$ cat src/rtl/pc_ir_fetch_pkg.sv
// Shared definitions for the PC/IR fetch unit: default widths, timeout and FSM encoding.
// Imported by the interface and the top-level fetch module.
package pc_ir_fetch_pkg;

  localparam int ADDR_W_DEF  = 8;
  localparam int INST_W_DEF  = 16;
  localparam int TIMEOUT_DEF = 15;

  typedef enum logic [2:0] {
    ST_IDLE    = 3'd0,
    ST_REQ     = 3'd1,
    ST_WAIT    = 3'd2,
    ST_CAPTURE = 3'd3,
    ST_FAULT   = 3'd4
  } fetch_state_e;

endpackage

$ cat src/rtl/pc_ir_fetch_if.sv
// Controller, data-port, memory-bank and status signals of the fetch unit.
// master is the fetch unit's view; slave is the controller/memory side.
interface pc_ir_fetch_if
  import pc_ir_fetch_pkg::*;
#(
  parameter int ADDR_W = ADDR_W_DEF,
  parameter int INST_W = INST_W_DEF
);

  logic              pc_clear;
  logic              pc_load;
  logic              pc_inc;
  logic [ADDR_W-1:0] pc_load_addr;
  logic              ir_load;

  logic              mb_sel;
  logic              mb_read;
  logic              mb_write;
  logic [ADDR_W-1:0] mb_addr;

  logic [ADDR_W-1:0] mem_addr;
  logic              mem_rd;
  logic              mem_wr;
  logic [INST_W-1:0] mem_rdata;
  logic              mem_ready;

  logic [INST_W-1:0] ir_inst;
  logic [ADDR_W-1:0] pc;
  logic              fetch_busy;
  logic              fetch_done;
  logic              fetch_err;

  modport master (
    input  pc_clear, pc_load, pc_inc, pc_load_addr, ir_load,
    input  mb_sel, mb_read, mb_write, mb_addr,
    input  mem_rdata, mem_ready,
    output mem_addr, mem_rd, mem_wr,
    output ir_inst, pc, fetch_busy, fetch_done, fetch_err
  );

  modport slave (
    output pc_clear, pc_load, pc_inc, pc_load_addr, ir_load,
    output mb_sel, mb_read, mb_write, mb_addr,
    output mem_rdata, mem_ready,
    input  mem_addr, mem_rd, mem_wr,
    input  ir_inst, pc, fetch_busy, fetch_done, fetch_err
  );

endinterface

$ cat src/rtl/pc_ir_fetch_rise_detect.sv
// One-bit 0->1 detector: rise is high while d is 1 and its registered prior value is 0.
// Combinational output, no added latency; the prior-value flop clears on reset.
module rise_detect (
  input  logic clk,
  input  logic rst,
  input  logic d,
  output logic rise
);

  logic prev_q;
  logic prev_d;

  always_comb begin
    prev_d = d;
  end

  always_ff @(posedge clk) begin
    if (rst) begin
      prev_q <= 1'b0;
    end else begin
      prev_q <= prev_d;
    end
  end

  assign rise = d & ~prev_q;

endmodule

$ cat src/rtl/pc_ir_fetch.sv
// Program counter plus instruction-register fetch FSM sharing one memory port with a data port.
// ir_load rise to fetch_done is 3 cycles minimum; waits on mem_ready up to TIMEOUT cycles, then faults.
module pc_ir_fetch
  import pc_ir_fetch_pkg::*;
#(
  parameter int ADDR_W  = ADDR_W_DEF,
  parameter int INST_W  = INST_W_DEF,
  parameter int TIMEOUT = TIMEOUT_DEF
) (
  input logic           CLK100MHZ,
  input logic           rst,
  pc_ir_fetch_if.master bus
);

  localparam int CNT_W = $clog2(TIMEOUT + 1);

  fetch_state_e      state_q, state_d;
  logic [CNT_W-1:0]  cnt_q, cnt_d;
  logic [ADDR_W-1:0] pc_q, pc_d;
  logic [INST_W-1:0] ir_q, ir_d;
  logic              err_q, err_d;
  logic              pend_q, pend_d;

  logic ir_rise;
  logic inc_rise;
  logic fetch_start;
  logic inc_req;

  rise_detect u_ir_rise (
    .clk  (CLK100MHZ),
    .rst  (rst),
    .d    (bus.ir_load),
    .rise (ir_rise)
  );

  rise_detect u_inc_rise (
    .clk  (CLK100MHZ),
    .rst  (rst),
    .d    (bus.pc_inc),
    .rise (inc_rise)
  );

  // cnt holds the 1-based index of the current WAIT cycle, so the TIMEOUT-th
  // WAIT cycle still honours mem_ready before falling into FAULT.
  always_comb begin
    state_d     = state_q;
    cnt_d       = cnt_q;
    ir_d        = ir_q;
    err_d       = err_q;
    fetch_start = 1'b0;
    case (state_q)
      ST_IDLE: begin
        cnt_d = '0;
        if (ir_rise) begin
          state_d     = ST_REQ;
          fetch_start = 1'b1;
        end
      end
      ST_REQ: begin
        state_d = ST_WAIT;
        cnt_d   = CNT_W'(1);
      end
      ST_WAIT: begin
        if (bus.mem_ready) begin
          state_d = ST_CAPTURE;
        end else if (cnt_q == CNT_W'(TIMEOUT)) begin
          state_d = ST_FAULT;
          err_d   = 1'b1;
        end else begin
          cnt_d = cnt_q + 1'b1;
        end
      end
      ST_CAPTURE: begin
        // Memory keeps read data valid through the capture cycle.
        ir_d    = bus.mem_rdata;
        state_d = ST_IDLE;
      end
      ST_FAULT: begin
        state_d = ST_IDLE;
      end
      default: begin
        state_d = ST_IDLE;
      end
    endcase
  end

  // Increments are held back while the FSM presents pc on the memory port.
  always_comb begin
    pc_d    = pc_q;
    inc_req = pend_q | inc_rise;
    pend_d  = inc_req;
    if (bus.pc_clear) begin
      pc_d   = '0;
      pend_d = 1'b0;
    end else if (bus.pc_load) begin
      pc_d   = bus.pc_load_addr;
      pend_d = 1'b0;
    end else if (inc_req && (state_q == ST_IDLE) && !fetch_start) begin
      pc_d   = pc_q + 1'b1;
      pend_d = 1'b0;
    end
  end

  always_comb begin
    bus.mem_addr = pc_q;
    bus.mem_rd   = 1'b0;
    bus.mem_wr   = 1'b0;
    case (state_q)
      ST_IDLE: begin
        bus.mem_addr = bus.mb_sel ? bus.mb_addr : pc_q;
        bus.mem_rd   = bus.mb_read;
        bus.mem_wr   = bus.mb_write & bus.mb_sel;
      end
      ST_REQ, ST_WAIT: begin
        bus.mem_rd = 1'b1;
      end
      default: begin
        bus.mem_rd = 1'b0;
      end
    endcase
  end

  always_ff @(posedge CLK100MHZ) begin
    if (rst) begin
      state_q <= ST_IDLE;
      cnt_q   <= '0;
      pc_q    <= '0;
      ir_q    <= '0;
      err_q   <= 1'b0;
      pend_q  <= 1'b0;
    end else begin
      state_q <= state_d;
      cnt_q   <= cnt_d;
      pc_q    <= pc_d;
      ir_q    <= ir_d;
      err_q   <= err_d;
      pend_q  <= pend_d;
    end
  end

  assign bus.pc         = pc_q;
  assign bus.ir_inst    = ir_q;
  assign bus.fetch_busy = (state_q != ST_IDLE);
  assign bus.fetch_done = (state_q == ST_CAPTURE);
  assign bus.fetch_err  = err_q;

endmodule

$ cat src/flat_wrapper.sv
// flat-port wrapper written by rule: the top's interface ports become plain ports
module pc_ir_fetch_flat import pc_ir_fetch_pkg::*;
#(
  parameter int ADDR_W  = ADDR_W_DEF,
  parameter int INST_W  = INST_W_DEF,
  parameter int TIMEOUT = TIMEOUT_DEF
)
  (CLK100MHZ, rst, bus_pc_clear, bus_pc_load, bus_pc_inc, bus_pc_load_addr, bus_ir_load, bus_mb_sel, bus_mb_read, bus_mb_write, bus_mb_addr, bus_mem_rdata, bus_mem_ready, bus_mem_addr, bus_mem_rd, bus_mem_wr, bus_ir_inst, bus_pc, bus_fetch_busy, bus_fetch_done, bus_fetch_err);
  pc_ir_fetch_if #(.ADDR_W(ADDR_W), .INST_W(INST_W)) bus_i ();
  input logic CLK100MHZ;
  input logic rst;
  input wire logic [$bits(bus_i.pc_clear)-1:0] bus_pc_clear;
  input wire logic [$bits(bus_i.pc_load)-1:0] bus_pc_load;
  input wire logic [$bits(bus_i.pc_inc)-1:0] bus_pc_inc;
  input wire logic [$bits(bus_i.pc_load_addr)-1:0] bus_pc_load_addr;
  input wire logic [$bits(bus_i.ir_load)-1:0] bus_ir_load;
  input wire logic [$bits(bus_i.mb_sel)-1:0] bus_mb_sel;
  input wire logic [$bits(bus_i.mb_read)-1:0] bus_mb_read;
  input wire logic [$bits(bus_i.mb_write)-1:0] bus_mb_write;
  input wire logic [$bits(bus_i.mb_addr)-1:0] bus_mb_addr;
  input wire logic [$bits(bus_i.mem_rdata)-1:0] bus_mem_rdata;
  input wire logic [$bits(bus_i.mem_ready)-1:0] bus_mem_ready;
  output wire logic [$bits(bus_i.mem_addr)-1:0] bus_mem_addr;
  output wire logic [$bits(bus_i.mem_rd)-1:0] bus_mem_rd;
  output wire logic [$bits(bus_i.mem_wr)-1:0] bus_mem_wr;
  output wire logic [$bits(bus_i.ir_inst)-1:0] bus_ir_inst;
  output wire logic [$bits(bus_i.pc)-1:0] bus_pc;
  output wire logic [$bits(bus_i.fetch_busy)-1:0] bus_fetch_busy;
  output wire logic [$bits(bus_i.fetch_done)-1:0] bus_fetch_done;
  output wire logic [$bits(bus_i.fetch_err)-1:0] bus_fetch_err;
  assign bus_i.pc_clear = bus_pc_clear;
  assign bus_i.pc_load = bus_pc_load;
  assign bus_i.pc_inc = bus_pc_inc;
  assign bus_i.pc_load_addr = bus_pc_load_addr;
  assign bus_i.ir_load = bus_ir_load;
  assign bus_i.mb_sel = bus_mb_sel;
  assign bus_i.mb_read = bus_mb_read;
  assign bus_i.mb_write = bus_mb_write;
  assign bus_i.mb_addr = bus_mb_addr;
  assign bus_i.mem_rdata = bus_mem_rdata;
  assign bus_i.mem_ready = bus_mem_ready;
  assign bus_mem_addr = bus_i.mem_addr;
  assign bus_mem_rd = bus_i.mem_rd;
  assign bus_mem_wr = bus_i.mem_wr;
  assign bus_ir_inst = bus_i.ir_inst;
  assign bus_pc = bus_i.pc;
  assign bus_fetch_busy = bus_i.fetch_busy;
  assign bus_fetch_done = bus_i.fetch_done;
  assign bus_fetch_err = bus_i.fetch_err;
  pc_ir_fetch #(.ADDR_W(ADDR_W), .INST_W(INST_W), .TIMEOUT(TIMEOUT)) u_core (.CLK100MHZ(CLK100MHZ), .rst(rst), .bus(bus_i));
endmodule
$ cat config.mk
export PLATFORM = sky130hd
export DESIGN_NAME = pc_ir_fetch_flat
export DESIGN_NICKNAME = d
export VERILOG_FILES = /design/src/rtl/pc_ir_fetch_pkg.sv /design/src/rtl/pc_ir_fetch_if.sv /design/src/rtl/pc_ir_fetch_rise_detect.sv /design/src/rtl/pc_ir_fetch.sv /design/src/flat_wrapper.sv
export SDC_FILE = /design/constraint.sdc
export NUM_CORES = 1
export LEC_CHECK = 0
export CORE_MARGIN = 2
export CORE_UTILIZATION = 40
export CTS_CLUSTER_SIZE = 20
export DETAILED_ROUTE_END_ITERATION = 10
export GPL_ROUTABILITY_DRIVEN = 1
export MAX_ROUTING_LAYER = met4
export PLACE_DENSITY = 0.86
export RECOVER_POWER = 100
export SETUP_SLACK_MARGIN = 0.5
export SLEW_MARGIN = 30
export SYNTH_ARGS = -nofsm -noshare
export SYNTH_HDL_FRONTEND = slang
export SYNTH_SLANG_ARGS = --single-unit
$ cat constraint.sdc
create_clock -name CLK100MHZ -period 2.15 [get_ports CLK100MHZ]
set_clock_uncertainty 0.2 [all_clocks]
set_input_delay 0.43 -clock CLK100MHZ [delete_from_list [all_inputs] [get_ports CLK100MHZ]]
set_output_delay 0.43 -clock CLK100MHZ [all_outputs]
set_load 0.05 [all_outputs]
* Word level (Yosys, flattened, before mapping)
Index checks and enable logic that the tools add are counted.
** Operators by class
- Add/subtract/negate cells :: 2
- Equality and inequality tests :: 8
- Shift operators :: 0
- Reduce and logical (&&, ||, !) cells :: 13
- Multiplexer cells :: 15
- Bitwise logic cells :: 7
- Order comparisons :: 0
- $mul :: 0
- Divide/modulo/power cells :: 0
** Operator list (number)
- 8-bit two-way mux :: 4
- 4-bit case mux with 3 select lines :: 1
- 3-bit two-way mux :: 3
- 3-bit case mux with 3 select lines :: 1
- 8-bit by 1-bit adder with 8-bit output (second input constant) :: 1
- 4-bit two-way mux :: 2
- 3-bit by 2-bit == test with 1-bit output (second input constant) :: 2
- 3-bit AND reduction :: 2
- 3-bit nonzero test :: 2
- 4-bit by 1-bit adder with 4-bit output (second input constant) :: 1
- 4-bit == test (second input constant) :: 1
- 2-bit inequality test (second input constant) :: 2
- 2-bit OR reduction :: 2
- 4-bit OR reduction :: 1
- 1-bit AND :: 3
- 3-bit by 1-bit == test with 1-bit output (second input constant) :: 1
- 3-bit zero test :: 1
- 1-bit two-way mux :: 3
- 3-bit by 2-bit inequality test with 1-bit output (second input constant) :: 1
- 1-bit inverter :: 3
- 1-bit logical AND :: 2
- 2-bit by 1-bit inequality test with 1-bit output (second input constant) :: 1
- 1-bit case mux with 2 select lines :: 1
- 2-bit AND reduction :: 1
- other kinds (3) :: 3
** Word-level totals
- Memory bits (writable) :: 0
- Output and inout bits :: 37
- ROM bits :: 0
- Latch bits :: 0
- Word-level logic and storage cells :: 53
- Flip-flop bits (word level) :: 35
- Memories kept :: 0

* Longest topological paths before layout
Gate-level depths: netlist of run 1.
- Depth in word-level cells :: 8
- Mapped depth :: 7
- Mapped depth without buffers :: 6

* Hierarchy
Synthesis of run 1 repeated with hierarchy kept, for this count alone.
** Second synthesis, totals
- Cells, all modules :: 194
- Area total of the unflattened synthesis :: 1620.3 sq um
** By module, submodules not included
- pc_ir_fetch :: area an instance 1525.2 sq um, times used 1, seq. area each 660.6 sq um, cells each 188
- rise_detect :: area an instance 47.5 sq um, times used 2, seq. area each 20.0 sq um, cells each 3

* Worst setup path before layout of run 1
OpenSTA, ideal clock, no wires.
- Path type :: register to output
- Start :: register u_core.state_q[0]
- End :: output port bus_mem_rd
- Cell stages (with the launch flop) :: 4
- Arrival :: 1759 ps
- Buffers on the path :: 1
- Slack :: -239 ps
- Required time :: 1520 ps
- Path through :: dfxtp_1 > buf_2 > nor3_1 > a211oi_1
** On the way
- Word-level cells in the longest chain between the ends :: 3
- Elaborated cells on any way between the ends :: 5
- Those cells by class :: eq/ne: 2; mux: 1; reduce/logical: 2
** RTL lines
- from (decl) :: RTL line pc_ir_fetch.sv:17 : fetch_state_e state_q, state_d;
- from (signal assigned) :: RTL line pc_ir_fetch.sv:132 : state_q <= state_d;
- 3-bit by 1-bit == test with 1-bit output / 3-bit by 2-bit == test with 1-bit output (equally long branches) :: RTL line pc_ir_fetch.sv:108 : case (state_q)
- 2-bit OR reduction :: RTL line pc_ir_fetch.sv:108
- 1-bit case mux with 2 select lines * :: RTL line pc_ir_fetch.sv:108
- to (decl) :: RTL line flat_wrapper.sv:24 : output wire logic [$bits(bus_i.mem_rd)-1:0] bus_mem_rd;
Mark *: on every way between the ends. The rest lies on a longest branch, timed or not.

* Worst setup path in the final report of run 1
- Start :: register u_core.state_q[0]
- End :: output port bus_mem_addr[1]
** On the way
- Word-level cells in the longest chain between the ends :: 2
** RTL lines
- 3-bit zero test :: RTL line pc_ir_fetch.sv:108
- 8-bit two-way mux :: RTL line pc_ir_fetch.sv:108
- to (decl) :: RTL line flat_wrapper.sv:23 : output wire logic [$bits(bus_i.mem_addr)-1:0] bus_mem_addr;
Every way passes these cells.

==> summary.md, run 1 <==
| Metric | Value |
|---|---|
| Reg2reg end | `u_core.bus.pc[0]` |
| CTS buffer count | `5` |
| PwrDens | `625 nW/um^2` |
| Hold-fix buffers, CTS | `0` |
| Hold_sp | `u_core.bus.ir_inst[6]` |
| Dpl ws | `-178 ps` |
| Layout Nets | `334` |
| Drt first pass iters | `4` |
| Final setup violation count | `8` |
| Gpl congestion | `0.864` |
| Final worst path period share | `1.03` |
| N_diodes | `0` |
| Crit path launch type | `flip-flop` |
| Worst Max-Slew Pin Slew | `637 ps` |
| GR Util met3 | `0.0767` |
| Leak | `1.06 nW` |
| Yosys reg bits | `35` |
| Final Hold Fails | `0` |
| Register area share after synthesis | `0.431` |
| Post-route worst setup slack | `-69.1 ps` |
| VDD IR max | `452 uV` |
| Worst R2R Start | `u_core.state_q[0]` |
| Final setup TNS | `-514 ps` |
| Flop2flop setup slack | `210 ps` |
| I/O pins | `79` |
| Mapped Area | `1630 um^2` |
| H-tree depth | `2` |
| DP HPWL | `3090 um` |
| Cells after Synth | `196` |
| GRT met2 Usage | `0.358` |
| Synth top area share | `0.431` |
| Vias | `1790` |
| Layout Utilization | `0.711` |
| Vias per inst | `5.25` |
| Max-slew headroom | `0.577` |
| Latest clock arrival within the worst-skew pair | `300 ps` |
| Die area | `4590 um^2` |
| DR DRC count | `0` |
| Syn_nets | `240` |
| Critical Path RT | `1520 ps` |
| Root Buffer | `clkbuf_8` |
| Grt total ovfl | `0` |
| Crit Path Category | `reg2out` |
| Crit path from | `u_core.state_q[0]` |
| Synthesized area per cell | `8.29 um^2` |
| Area grow syn2layout | `72.4%` |
| Max Root-Sink Buffers | `2` |
| CP endpoint kind | `output pin` |
| Sequential Area | `716 um^2` |
| Die width | `67.7 um` |
| 1st-iter DRT viols | `125` |
| Share of layout cells above drive strength 1 | `0.285` |
| Synth unique cells | `36` |
| Status | `finished with violations` |
| Core ar. | `3940 um^2` |
| Fin crit period | `2220 ps` |
| YS warnings | `0` |
| Met1 usage | `0.249` |
| ANT nets after route | `0` |
| Largest net degree at the start of global routing | `27` |
| Max Clock Freq | `451 MHz` |
| Violated checks | `setup timing` |
| Cell taking the most area after synthesis | `dfxtp_1` |
| Initial antenna violation count | `0` |
| Crit path max fanout | `8` |
| Min-delay worst type | `reg2reg` |
| Unrepaired setup endpoints after global routing | `yes` |
| GRT Overall Usage | `0.221` |
| Most Crowded Layer GR | `met2` |
| FF-to-FF path depth | `9` |
| First-pass GRT wire length | `7210 um` |
| I/O Buffers | `78` |
| Initial core utilization | `0.412` |
| # rows | `23` |
| Slew Limit Fails | `0` |
| Die height | `67.7 um` |
| CTS tree | `yes` |
| Drt wl/cell | `15.6 um` |
| DRT Wirelength | `5320 um` |
| CTS Sinks | `35` |
| Synth top area cells | `dfxtp_1, nand2_1, a21oi_1` |
| Hold_ws | `251 ps` |
| Clk pin slew, worst setup/hold paths | `70 ps` |
| Hold Crit Depth | `2` |
| Hold Crit Endpoint | `u_core.bus.ir_inst[6]` |
| Multi-input gate area | `1040 um^2` |
| WP data arrival | `1590 ps` |
| Max-cap viol count | `0` |
| Vias in the first global route | `1634` |
| Fillers | `292` |
## synthesized netlist by cell type
master     instances
a211oi_1           1
a21oi_1           28
a22oi_1            1
a31oi_1            1
and2_1             3
and3_1             2
buf_1              1
buf_2              4
buf_6              2
clkbuf_1           4
clkinv_1           1
dfxtp_1           35
ha_1               2
inv_1              6
mux2_2            10
mux2i_1            1
nand2_1           39
nand2_4            1
nand2b_1           2
nand3_1            3
nand4_1            1
nor2_1            11
nor2b_1            3
nor2b_2            1
nor3_1             7
nor3_4             1
nor3b_1            1
nor4_2             2
nor4b_1            1
nor4bb_1           1
o2111ai_1          1
o211ai_1           1
o21ai_0           10
or3_1              1
xnor2_1            6
xor2_1             1
## layout by cell type, fill, tap and decap left out, types with 5 or more instances in the layout
cell	netlist	routed
nand2_1	39	37
clkdlybuf4s50_1	0	35
clkbuf_1	4	27
dfxtp_1	35	27
a21oi_1	28	26
buf_6	2	12
buf_4	0	11
mux2_4	0	10
o21ai_0	10	9
nor2_1	11	7
clkbuf_8	0	7
dfxtp_2	0	6
inv_1	6	5
xnor2_1	6	5
dlygate4sd2_1	0	5
## timing repair
item                                    in CTS  in global routing
gates resized for setup                    101                 62
setup buffers                                1                  8
endpoints found under the setup margin      42                 36
pin swaps                                    6                 27
## logic make-up after synthesis
group,share of synthesized area
AND/OR/NAND/NOR,0.246
AO/OA/AOI/OAI,0.140
flip-flops,0.431
buffers and inverters,0.0539
multiplexers,0.0754
XOR/XNOR,0.0377
adder cells (fa/ha/maj),0.0154
## worst max-delay path, stage by stage, from the launching register on
cell and delay (ps):
dfxtp_4 360, nor3_4 170, and2_4 170, buf_12 120, mux2_4 310, buf_8 150
## report_power, final
group	switching (mW)	internal (mW)
logic	0.275	0.248
registers	0.0223	0.667
clock network	0.244	0.292
total	0.541	1.21
## registers in the layout, indices dropped and copies added (netlist names)
name,cells
u_core.bus.ir_inst,16
u_core.bus.pc,8
u_core.cnt_q,4
u_core.state_q,3
u_core.bus.fetch_err,1
u_core.pend_q,1
u_core.u_inc_rise.prev_q,1
u_core.u_ir_rise.prev_q,1
## per-layer routing
layer,up-vias,part of all wire,wire length [um]
met3,15,0.077,408
met5,-,0,0
met1,842,0.38,2020
met2,83,0.52,2770
met4,0,0.023,125
li1,850,-,-
## stage by stage
stage / total power [mW] / instance area (um^2) / cells
6_report: 1.75 / 2800 / 341
2_1_floorplan: 0.957 / 1680 / 196
4_1_cts: 1.69 / 2760 / 333
3_5_place_dp: 1.14 / 2540 / 324
5_1_grt: 1.81 / 2800 / 341
3_3_place_gp: 1.13 / 2540 / 324
## cell type report
type | count | area share
multi-input cells | 143 | 0.370
repair buffers | 98 | 0.305
flip-flops and latches | 35 | 0.255
clock buffers | 8 | 0.0357
well taps | 50 | 0.0223
inverters | 7 | 0.0112
## worst max-delay path by stage
stage,slack (ps),endpoint
floorplan,130,bus_mem_addr[0]
global placement,-150,bus_mem_addr[6]
detailed placement,-180,bus_mem_addr[1]
CTS,-80,bus_mem_addr[1]
global route,-130,bus_mem_addr[0]
finish,-70,bus_mem_addr[1]
(Power assumes the default switching activity.)
==> run 2: changes to the inputs <==
- CORE_MARGIN: 2 -> not set
- CORE_UTILIZATION: 40 -> 43
- PLACE_DENSITY: 0.86 -> 0.91
- clock period: 2.15 -> 2.6 ns (I/O delays scaled with it)
==> run 2 against run 1 <==
Against the previous run:
- the run now ends clean
- worst hold slack worse by 4.1 ps
- clock power is 30% lower
- sequential share of layout area is 1.7 points higher
- critical endpoint is now bus_mem_addr[6]
- highest routed layer unchanged
==> summary.md, run 2 (synthesis gave the netlist of run 1 again) <==
| Metric | Value |
|---|---|
| Fin area | `2600 um^2` |
| N_diodes | `0` |
| CP Depth | `5` |
| Max Clock Freq | `420 MHz` |
| GR Util met3 | `0.0525` |
| Latest clock arrival within the worst-skew pair | `290 ps` |
| Fillers | `279` |
| DR DRC count | `0` |
| Largest net degree at the start of global routing | `27` |
| Slew Limit Fails | `0` |
| Final worst path period share | `0.916` |
| Area grow syn2layout | `60.0%` |
| CP endpoint kind | `output pin` |
| H-tree depth | `2` |
| Drt wl/cell | `14.4 um` |
| Core ar. | `3470 um^2` |
| Crit path max fanout | `8` |
| WP buf/inv | `2` |
| Most frequent cells in the layout | `nand2_1, clkdlybuf4s50_1, dfxtp_1` |
| Status | `completed` |
| Vias per inst | `5.05` |
| Critical Path RT | `1880 ps` |
| Met1 usage | `0.283` |
| Hold Crit Endpoint | `u_core.bus.fetch_err` |
| Root Buffer | `clkbuf_8` |
| GRT Overall Usage | `0.253` |
| FF-to-FF path depth | `7` |
| Hold_sp | `u_core.bus.fetch_err` |
| Most Crowded Layer GR | `met2` |
| CTS buffer count | `5` |
| CP Cell Sequence | `nor3_4 > and2_0 > buf_12 > mux2_4 > buf_8` |
| PwrDens | `508 nW/um^2` |
| Final Hold Fails | `0` |
| Fin crit period | `2380 ps` |
| Max-cap viol count | `0` |
| DP HPWL | `3030 um` |
| CTS tree | `yes` |
| Initial core utilization | `0.469` |
| Initial antenna violation count | `0` |
| Crit Path Category | `reg2out` |
| Clk pin slew, worst setup/hold paths | `70 ps` |
| Sequential Area | `709 um^2` |
| Min-delay worst type | `reg2reg` |
| Worst path top cell family by delay | `simple AND/OR/NAND/NOR gates` |
| Die height | `63.5 um` |
| Drt first pass iters | `4` |
| Worst Max-Slew Pin Slew | `1150 ps` |
| Max Root-Sink Buffers | `2` |
| Unrepaired setup endpoints after global routing | `yes` |
| First-pass GRT wire length | `7590 um` |
| Reg2reg end | `u_core.bus.pc[7]` |
| ANT nets after route | `0` |
| Final Total Pwr | `1.32 mW` |
| 1st-iter DRT viols | `137` |
| Final setup TNS | `0 ps` |
| Grt total ovfl | `0` |
| Multi-input gate area | `871 um^2` |
| Gpl congestion | `0.805` |
| GRT met2 Usage | `0.408` |
| Most common cell after layout, fill and taps aside | `nand2_1` |
| Highest cell delay on the worst timing path | `350 ps` |
| Hold Crit Depth | `2` |
| WP data arrival | `1660 ps` |
| # rows | `21` |
| Worst R2R Start | `u_core.state_q[0]` |
| I/O Buffers | `78` |
| VDD IR max | `345 uV` |
| Die area | `4030 um^2` |
| Post-DP Area | `2470 um^2` |
| Vias | `1640` |
| Layout Nets | `322` |
| Max reg flops | `16` |
| Flop2flop setup slack | `670 ps` |
| DRT Wirelength | `4690 um` |
| Vias in the first global route | `1617` |
| Final setup violation count | `0` |
| Crit path launch type | `flip-flop` |
| Die width | `63.5 um` |
| Leak | `1.08 nW` |
| Slowest cell on crit path | `dfxtp_4` |
| Share of layout cells above drive strength 1 | `0.147` |
| CTS Sinks | `35` |
| I/O pins | `79` |
| Max-slew headroom | `0.236` |
run 2: cell types whose count changed in the layout (fill, tap and decap cells not counted), sizes merged:
cell	change
clkbuf	-25
dlygate4sd3	+1
clkinv	+1
dlygate4sd2	+22
buf	-13
clkdlybuf4s50	+2
run 2: routing by layer:
layer  vias up  wire, um
li1        827         -
met1       749      1970
met2        46      2320
met3        18       192
met4         0       207
met5         -         0
run 2: layout make-up:
class	count	area share
Inverter	7	0.0101
Sequential cell	35	0.273
Timing Repair Buffer	86	0.329
Clock buffer	7	0.0293
Tap cell	46	0.0221
Multi-Input combinational cell	143	0.335
Clock inverter	1	0.00192
run 2: worst max path at each step:
stage,to,slack [ps],start
floorplan,bus_mem_addr[1],430,u_core.state_q[2]
global placement,bus_mem_addr[2],100,bus_mb_sel
detailed placement,bus_mem_addr[3],80,bus_mb_sel
CTS,bus_mem_addr[3],280,u_core.state_q[2]
global route,bus_mem_addr[5],120,u_core.state_q[0]
finish,bus_mem_addr[6],220,u_core.state_q[0]
run 2: worst register-to-register path, delay by kind of cell, from the launching register on:
family	cells	cell delay, ps
xor gates and xnor gates	1	170
and+or+nand+nor	3	640
DFF	1	350
buffers and inverters	2	370
AOI/OAI and AO/OA	1	80
run 2: where the power goes:
part           switching [mW]  total (mW)  internal, mW
sequential             0.0167       0.568         0.551
clock                   0.188       0.376         0.188
combinational           0.202       0.377         0.175
run 2: what timing repair did:
| item | CTS | global route |
|---|---|---|
| pin swaps | 2 | 3 |
| setup endpoints to repair | 36 | 13 |
| hold buffers | 0 | 0 |
| resized for setup | 58 | 6 |
| buffers inserted | 2 | 0 |
run 2: through the flow:
stage	util	hold WS, ps	setup slack [ps]	cells
CTS	0.757	246	283	325
global placement	0.711	235	103	315
detailed placement	0.711	238	77.1	315
global route	0.750	274	118	325
floorplan	-	273	432	196
finish	0.750	247	217	325
==> run 3: changes to the inputs <==
- SETUP_SLACK_MARGIN: 0.5 -> 0.1
==> run 3 against run 2 <==
Against the previous run:
- cell area down 5.0%
- via count down 1.8%
- worst setup slack worse by 75 ps
- clock power down 2%
- critical path depth down 1
- fmax down 3.1%
- sequential power about the same
- critical path type is now in2out
- largest power group unchanged
==> summary.md, run 3 (synthesis gave the netlist of run 1 again) <==
| Metric | Value |
|---|---|
| Crit path max fanout | `8` |
| Finished Layout Cells | `324` |
| Die width | `63.5 um` |
| Root Buffer | `clkbuf_8` |
| Dpl ws | `-0.943 ps` |
| VDD IR max | `374 uV` |
| Final setup violation count | `0` |
| DR DRC count | `0` |
| Max Root-Sink Buffers | `2` |
| Share of layout cells above drive strength 1 | `0.129` |
| Most frequent cells in the layout | `nand2_1, clkdlybuf4s50_1, dfxtp_1` |
| Grt total ovfl | `0` |
| Worst Max-Slew Pin Slew | `1160 ps` |
| Max-cap viol count | `0` |
| CP endpoint kind | `output pin` |
| Initial antenna violation count | `0` |
| Status | `completed` |
| ANT nets after route | `0` |
| Min-delay worst type | `reg2reg` |
| Drt wl/cell | `12.9 um` |
| GRT Overall Usage | `0.226` |
| Latest clock arrival within the worst-skew pair | `280 ps` |
| Vias | `1611` |
| Crit Path Category | `in2out` |
| Clk pin slew, worst setup/hold paths | `60 ps` |
| Max Clock Freq | `407 MHz` |
| Leak | `0.991 nW` |
| Final Total Pwr | `1.25 mW` |
| H-tree depth | `2` |
| I/O Buffers | `78` |
| Max reg flops | `16` |
| WP data arrival | `1740 ps` |
| CTS buffer count | `5` |
| # rows | `21` |
| Final Hold Fails | `0` |
| CTS tree | `yes` |
| Post-DP Area | `2440 um^2` |
| DP HPWL | `3210 um` |
| Drt first pass iters | `4` |
| Layout Nets | `321` |
| N_diodes | `0` |
| Die height | `63.5 um` |
| Final worst path period share | `0.945` |
| 1st-iter DRT viols | `106` |
| Post-route worst setup slack | `142 ps` |
| Core ar. | `3470 um^2` |
| First-pass GRT wire length | `6870 um` |
| CTS Sinks | `35` |
| Max-slew headroom | `0.229` |
| Fin area | `2470 um^2` |
| Unrepaired setup endpoints after global routing | `no` |
| DRT Wirelength | `4190 um` |
| Critical Path RT | `1880 ps` |
| Slew Limit Fails | `0` |
| Fin crit period | `2460 ps` |
| Crit path launch type | `input port` |
| Initial core utilization | `0.469` |
| Placed cells | `315` |
| PwrDens | `505 nW/um^2` |
| Hold_sp | `u_core.bus.ir_inst[1]` |
| Crit path from | `bus_mb_sel` |
| Vias per inst | `4.97` |
| Area grow syn2layout | `52.0%` |
| Largest net degree at the start of global routing | `27` |
| CP Cell Sequence | `clkdlybuf4s50_1 > and2_4 > mux2_2 > buf_2` |
| Worst R2R Start | `u_core.state_q[0]` |
| I/O pins | `79` |
| Vias in the first global route | `1520` |
| Gpl congestion | `0.850` |
| Die area | `4030 um^2` |
| Slowest cell on crit path | `clkdlybuf4s50_1` |
| Layout Utilization | `0.712` |
| Highest cell delay on the worst timing path | `470 ps` |
[run 3: final cells by class]
class / instances / area [um^2]
Sequential cell: 35 / 702
Inverter: 7 / 26.3
Multi-Input combinational cell: 143 / 827
Timing Repair Buffer: 85 / 777
Clock buffer: 7 / 76.3
Tap cell: 46 / 57.6
Clock inverter: 1 / 5.00
Fill cell: 304 / 997
[run 3: routing by layer]
layer / track usage / part of all wire / up-vias
met5: - / 0 / -
met2: 0.364 / 0.52 / 36
met4: 0.119 / 0.024 / 0
met1: 0.260 / 0.42 / 738
met3: 0.0489 / 0.036 / 11
li1: - / - / 826
[run 3: critical path, delay by kind of cell]
| kind | cells | cell delay (ps) |
|---|---|---|
| AND/OR/NAND/NOR | 1 | 200 |
| multiplexers | 1 | 340 |
| buffers and inverters | 2 | 680 |
[run 3: where the power goes]
part           switching, mW  internal [mW]  total (mW)  leakage, nW
logic                  0.179          0.133       0.311        0.664
registers             0.0181          0.552       0.570        0.284
clock network          0.180          0.188       0.368       0.0422
[run 3: per-stage QoR]
stage,hold slack (ps),TNS (ps)
final,250,0
after CTS,256,0
after global placement,235,0
after global routing,271,0
after detailed placement,247,-1.12
after floorplan,273,0
[run 3: worst paths after layout]
check                                to  slack [ps]  depth (start not counted)
hold reg to reg   u_core.bus.ir_inst[1]         250                          2
setup reg to reg       u_core.bus.pc[7]         580                          7
setup / recovery        bus_mem_addr[6]         140                          4
hold / removal    u_core.bus.ir_inst[1]         250                          2
[run 3: repair_timing]
action | CTS | global route
hold buffers | 0 | 0
setup endpoints to repair | 8 | 9
setup buffers | 0 | 1
hold endpoints to repair | 0 | 0
pin swaps | 0 | 1
gates resized for setup | 2 | 2
